[config.mk]
export PLATFORM = sky130hd
export DESIGN_NAME = uart_transmit
export DESIGN_NICKNAME = d
export VERILOG_FILES = /design/src/rtl/uart_transmit.sv
export SDC_FILE = /design/constraint.sdc
export NUM_CORES = 1
export LEC_CHECK = 0
export CAP_MARGIN = 20
export CORE_ASPECT_RATIO = 0.75
export CORE_UTILIZATION = 63
export DETAILED_ROUTE_END_ITERATION = 8
export GPL_TIMING_DRIVEN = 0
export PLACE_DENSITY = 0.85
export SYNTH_ARGS = -nofsm -noshare
export SYNTH_HDL_FRONTEND = slang
export SYNTH_SLANG_ARGS = --single-unit
[constraint.sdc]
create_clock -name clk -period 6.4 [get_ports clk]
set_input_delay 1.6 -clock clk [delete_from_list [all_inputs] [get_ports clk]]
set_output_delay 1.6 -clock clk [all_outputs]
set_load 0.05 [all_outputs]
[src/rtl/uart_transmit.sv]
// 8N1 UART transmitter with a small byte FIFO in front of the serialiser.
// Baud timing comes from the shared clk_div setting, latched per frame.
module uart_transmit #(
   parameter int FIFO_AW = 2
) (
   input  logic        clk,
   input  logic        rst,
   input  logic [31:0] clk_div,
   input  logic [7:0]  tx_data,
   input  logic        write,
   input  logic        irq_en,
   output logic        tx,
   output logic        busy,
   output logic        full,
   output logic        irq
);

   localparam int DEPTH = 2 ** FIFO_AW;

   typedef enum logic [1:0] {IDLE, START_BIT, DATA, STOP_BIT} state_t;

   logic [7:0]         mem_q [DEPTH];
   logic [FIFO_AW-1:0] wr_ptr_q, wr_ptr_d, rd_ptr_q, rd_ptr_d;
   logic [FIFO_AW:0]   count_q, count_d;
   state_t             state_q, state_d;
   logic [31:0]        clk_cnt_q, clk_cnt_d, div_q, div_d;
   logic [2:0]         bit_idx_q, bit_idx_d;
   logic [7:0]         shreg_q;
   logic               tx_q, tx_d, irq_q, irq_d;
   logic               push, pop, fifo_empty, bit_done;
   logic [31:0]        div_eff;

   assign fifo_empty = (count_q == '0);
   assign full       = (count_q == (FIFO_AW+1)'(DEPTH));
   assign busy       = (state_q != IDLE) || !fifo_empty;
   assign tx         = tx_q;
   assign irq        = irq_q;

   always_comb begin
      push      = write && !full;
      pop       = 1'b0;
      div_eff   = (clk_div < 32'd2) ? 32'd2 : clk_div;
      bit_done  = (clk_cnt_q == div_q - 32'd1);
      state_d   = state_q;
      clk_cnt_d = clk_cnt_q + 32'd1;
      bit_idx_d = bit_idx_q;
      tx_d      = tx_q;
      irq_d     = irq_q;
      div_d     = div_q;

      case (state_q)
         IDLE: begin
            clk_cnt_d = '0;
            if (!fifo_empty) begin
               pop     = 1'b1;
               tx_d    = 1'b0;
               state_d = START_BIT;
            end
         end
         START_BIT: begin
            if (bit_done) begin
               tx_d      = shreg_q[0];
               clk_cnt_d = '0;
               bit_idx_d = '0;
               state_d   = DATA;
            end
         end
         DATA: begin
            if (bit_done) begin
               clk_cnt_d = '0;
               if (bit_idx_q == 3'd7) begin
                  tx_d    = 1'b1;
                  state_d = STOP_BIT;
               end else begin
                  tx_d      = shreg_q[bit_idx_q + 3'd1];
                  bit_idx_d = bit_idx_q + 3'd1;
               end
            end
         end
         STOP_BIT: begin
            if (bit_done) begin
               clk_cnt_d = '0;
               // Chain straight into the next start bit so queued bytes leave no idle gap.
               if (!fifo_empty) begin
                  pop     = 1'b1;
                  tx_d    = 1'b0;
                  state_d = START_BIT;
               end else begin
                  state_d = IDLE;
                  if (irq_en) irq_d = 1'b1;
               end
            end
         end
         default: begin
            state_d   = IDLE;
            tx_d      = 1'b1;
            clk_cnt_d = '0;
            bit_idx_d = '0;
            irq_d     = 1'b0;
         end
      endcase

      if (pop) div_d = div_eff;
      // Clearing wins over a same-cycle set.
      if (push || !irq_en) irq_d = 1'b0;

      wr_ptr_d = push ? wr_ptr_q + 1'b1 : wr_ptr_q;
      rd_ptr_d = pop  ? rd_ptr_q + 1'b1 : rd_ptr_q;
      count_d  = count_q;
      if (push && !pop)      count_d = count_q + (FIFO_AW+1)'(1);
      else if (pop && !push) count_d = count_q - (FIFO_AW+1)'(1);
   end

   always_ff @(posedge clk) begin
      if (push && !rst) mem_q[wr_ptr_q] <= tx_data;
      if (pop)          shreg_q         <= mem_q[rd_ptr_q];
   end

   always_ff @(posedge clk) begin
      if (rst) begin
         state_q   <= IDLE;
         wr_ptr_q  <= '0;
         rd_ptr_q  <= '0;
         count_q   <= '0;
         clk_cnt_q <= '0;
         bit_idx_q <= '0;
         div_q     <= 32'd2;
         tx_q      <= 1'b1;
         irq_q     <= 1'b0;
      end else begin
         state_q   <= state_d;
         wr_ptr_q  <= wr_ptr_d;
         rd_ptr_q  <= rd_ptr_d;
         count_q   <= count_d;
         clk_cnt_q <= clk_cnt_d;
         bit_idx_q <= bit_idx_d;
         div_q     <= div_d;
         tx_q      <= tx_d;
         irq_q     <= irq_d;
      end
   end

endmodule
==> results.sh <==
export IMPL_status="completed"
export IMPL_grt_max_degree=17
export IMPL_cts_buffers_inserted=17
export IMPL_ys_warn_count=0
export IMPL_r2r_end="clk_cnt_q[14]$_SDFF_PP0_"
export IMPL_crit_type="flip-flop to flip-flop"
export IMPL_crit_slowest_cell="nor4bb_1"
export IMPL_layout_drive_gt1_share=0.0873
export IMPL_core_um2=9660
export IMPL_core_rowCount=31
export IMPL_grt_overflow=0
export IMPL_postCtsSetupBuffers=0
export IMPL_nFillCells=603
export IMPL_clk_latency_ns=0.42
export IMPL_max_freq_mhz=197
export IMPL_crit_buf_inv=4
export IMPL_place_hpwl_um=11800
export IMPL_port_buffers=47
export IMPL_synth_edff_count=40
export IMPL_leakage_nw=2.62
export IMPL_nets=768
export IMPL_peakVddDrop_mv=0.291
export IMPL_worst_setup_path_start_kind="flip-flop"
export IMPL_drt_pass1_iter_count=6
export IMPL_crit_family="simple AND/OR/NAND/NOR gates"
export IMPL_r2r_start="div_q[0]$_SDFFE_PP0P_"
export IMPL_path_cells="inv_1, ha_1, or3b_2, or4_1, clkbuf_1, nor3_1, mux2_2, a2111oi_2, nor4bb_1, and2_1, or3_1, clkbuf_1, clkbuf_1, nor2_1"
export IMPL_ys_seq_elements=118
export IMPL_hold_violations=0
export IMPL_maxCapViolCount=0
export IMPL_start_util=0.649
export IMPL_grt_first_pass_wirelength_um=25700
export IMPL_postCtsResizedCells=0
export IMPL_crit_end="clk_cnt_q[14]$_SDFF_PP0_"
export IMPL_r2r_slack_ns=1.33
export IMPL_startpoint="div_q[0]$_SDFFE_PP0P_"
export IMPL_power_density_nw_per_um2=483
export IMPL_seq_area_frac_synth=0.441
export IMPL_synth_mux_area_frac=0.0555
export IMPL_syn_area_per_cell_um2=9.76
export IMPL_drc=0
export IMPL_cts_htree_levels=4
export IMPL_grt_setup_unrepaired="no"
export IMPL_synth_compound_area_frac=0.0968
export IMPL_yosysTopAreaCellShare=0.249
export IMPL_fp_dieH_um=88.4
export IMPL_grt_usage=0.338
export IMPL_synth_simple_area_share=0.237
export IMPL_yosys_top_cells_area="dfxtp_1 (25%), edfxtp_1 (19%), xnor2_1 (5.9%), xor2_1 (5.2%), nand3b_1 (4.2%)"
export IMPL_antenna_cells=0
export IMPL_root_buffer="clkbuf_16"
export IMPL_grt_antenna_before_repair=0
export IMPL_fin_tns_setup_ns=0
export IMPL_min_path_type="flip-flop to flip-flop"
export IMPL_finalCriticalPeriod_ns=5.07
export IMPL_async_reset_ff_frac=0
export IMPL_cp_common_cell="clkbuf_1"
export IMPL_crit_path_end_kind="flip-flop"
export IMPL_wl_um=16400
export IMPL_gp_congestion=0.882
export IMPL_drt_wirelength_per_cell_um=19.2
export IMPL_synth_ff_type="dfxtp_1"
export IMPL_skew_ns=0.00432
export IMPL_synth_top_family_by_area="simple AND/OR/NAND/NOR gates"
export IMPL_relSlewSlack=0.287
export IMPL_dieArea_um2=10400
export IMPL_yosysUniqueCellTypes=60
export IMPL_die_width_um=117
export IMPL_synth_xor_area_share=0.110
export IMPL_grt_pass1_vias=5098
export IMPL_worstPathArrival_ns=5.36
export IMPL_syn_num_nets=701
export IMPL_ctsHoldBuffers=0
export IMPL_synth_largest_area_cell="dfxtp_1"
export IMPL_areaGrowthSynthToFinish_pct=19.0
export IMPL_setup_violations=0
export IMPL_finalMaxSlewViolations=0
export IMPL_io_pins=48
export IMPL_synthesis_area_um2=6270
export IMPL_syn_inst=642
export IMPL_cts_tree="built"
export IMPL_vias=5402
export IMPL_clockBufferDepth=2
export IMPL_drt_iter0_markers=661
export IMPL_clock_sinks=118
export IMPL_drtAntennaViolNets=0
export IMPL_hold_worst_slack_ns=0.483
export IMPL_path_max_fanout=10
export IMPL_post_route_period_util=0.792
export IMPL_synthAdderAreaFrac=0.0311
export IMPL_crit_cells=14
export IMPL_clk_pin_slew_ns=0.06
export IMPL_worst_slew_pin_slew_ns=1.06
export IMPL_drt_vias_per_instance=6.33
export IMPL_cpPeakStageDelay_ns=0.90
export IMPL_required_ns=6.69
export IMPL_reg2reg_depth=14
-- area by class of cell --
class,instances,area [um^2],share of cell area
clock inverter,13,108,0.0144
clock buffer,19,443,0.0594
timing repair buffer,48,475,0.0637
inverter,14,52.6,0.00704
tap,132,165,0.0221
multi-input combinational,480,3330,0.446
sequential,118,2760,0.370
buffer,30,125,0.0168
-- flip-flops by register name, summed over array words and instances, names as in the netlist --
| signal | count |
|---|---|
| bit_idx_q | 3 |
| clk_cnt_q | 32 |
| count_q | 3 |
| div_q | 32 |
| irq | 1 |
| mem_q | 32 |
| rd_ptr_q | 2 |
| shreg_q | 8 |
| state_q | 2 |
| tx | 1 |
| wr_ptr_q | 2 |
-- kinds of logic after synthesis --
group	count (synthesis)
flip-flops	118
XOR/XNOR	79
AO/OA/AOI/OAI	103
buffers and inverters	44
multiplexers	22
AND/OR/NAND/NOR	261
adder cells (fa/ha/maj)	15
-- per-stage QoR --
stage | setup slack [ns] | cells | instance area, um^2 | power (mW) | util
6_report | 1.33 | 854 | 7460 | 3.60 | 0.772
3_3_place_gp | 1.34 | 821 | 6900 | 2.56 | 0.715
2_1_floorplan | 2.21 | 642 | 6270 | 2.20 | -
5_1_grt | 1.06 | 854 | 7460 | 3.78 | 0.772
3_5_place_dp | 1.57 | 822 | 6910 | 2.63 | 0.715
4_1_cts | 1.49 | 854 | 7460 | 3.54 | 0.772
-- routing by layer --
metal	GRT usage	routed length, um	up-vias	part of all wire
met5	0	0	-	0
met4	0.120	324	0	0.020
met3	0.103	1830	34	0.11
met2	0.515	7190	327	0.44
met1	0.458	7040	2556	0.43
li1	-	-	2485	-
-- worst reg2reg max path, cell delays in order, from the launching register on --
cell and delay (ns):
dfxtp_1 0.38, inv_1 0.13, ha_1 0.26, or3b_2 0.45
or4_1 0.40, clkbuf_1 0.20, nor3_1 0.21, mux2_2 0.37
a2111oi_2 0.44, nor4bb_1 0.90, and2_1 0.29, or3_1 0.14
clkbuf_1 0.25, clkbuf_1 0.41, nor2_1 0.10
-- cell usage after synthesis (4+ instances only) --
cell type,number
or4_1,5
edfxtp_1,40
nand2b_1,8
and3_1,11
buf_1,5
xor2_1,37
and2_1,7
buf_2,4
xnor2_1,42
nand4_1,11
o21ai_0,39
nor2_1,63
nand3_1,20
nor4_1,17
nor3_1,21
a21oi_1,38
inv_1,14
clkbuf_1,20
o31ai_1,4
nand2_1,30
ha_1,14
mux2i_1,10
mux4_2,10
dfxtp_1,78
nand3b_1,35
or3_1,8
-- power breakdown --
part | total (mW) | leakage (nW) | internal, mW | switching [mW]
Sequential | 1.08 | 0.999 | 0.928 | 0.154
Clock | 0.889 | 0.261 | 0.539 | 0.350
Combinational | 1.63 | 1.36 | 0.641 | 0.989
Total | 3.60 | 2.62 | 2.11 | 1.49
-- layout by cell type (no fill, tap or decap), types with 20 or more instances in the layout --
cell             count
nand3_1             20
o21ai_0             39
dfxtp_1             78
xnor2_1             42
xor2_1              37
clkbuf_1            21
nor2_1              63
nand2_1             30
a21oi_1             38
nor3_1              21
clkdlybuf4s50_1     47
nand3b_1            35
edfxtp_1            40
-- worst min path at each step --
stage | startpoint | end | slack, ns | cells past startpoint
2_1_floorplan | clk_cnt_q[0]$_SDFF_PP0_ | clk_cnt_q[0]$_SDFF_PP0_ | 0.44 | 1
3_3_place_gp | clk_cnt_q[0]$_SDFF_PP0_ | clk_cnt_q[0]$_SDFF_PP0_ | 0.46 | 1
3_5_place_dp | clk_cnt_q[0]$_SDFF_PP0_ | clk_cnt_q[0]$_SDFF_PP0_ | 0.47 | 1
4_1_cts | clk_cnt_q[0]$_SDFF_PP0_ | clk_cnt_q[0]$_SDFF_PP0_ | 0.48 | 1
5_1_grt | bit_idx_q[2]$_SDFFE_PP0P_ | bit_idx_q[2]$_SDFFE_PP0P_ | 0.52 | 2
6_report | clk_cnt_q[0]$_SDFF_PP0_ | clk_cnt_q[0]$_SDFF_PP0_ | 0.48 | 1
Power figures use the tool's default switching activity.
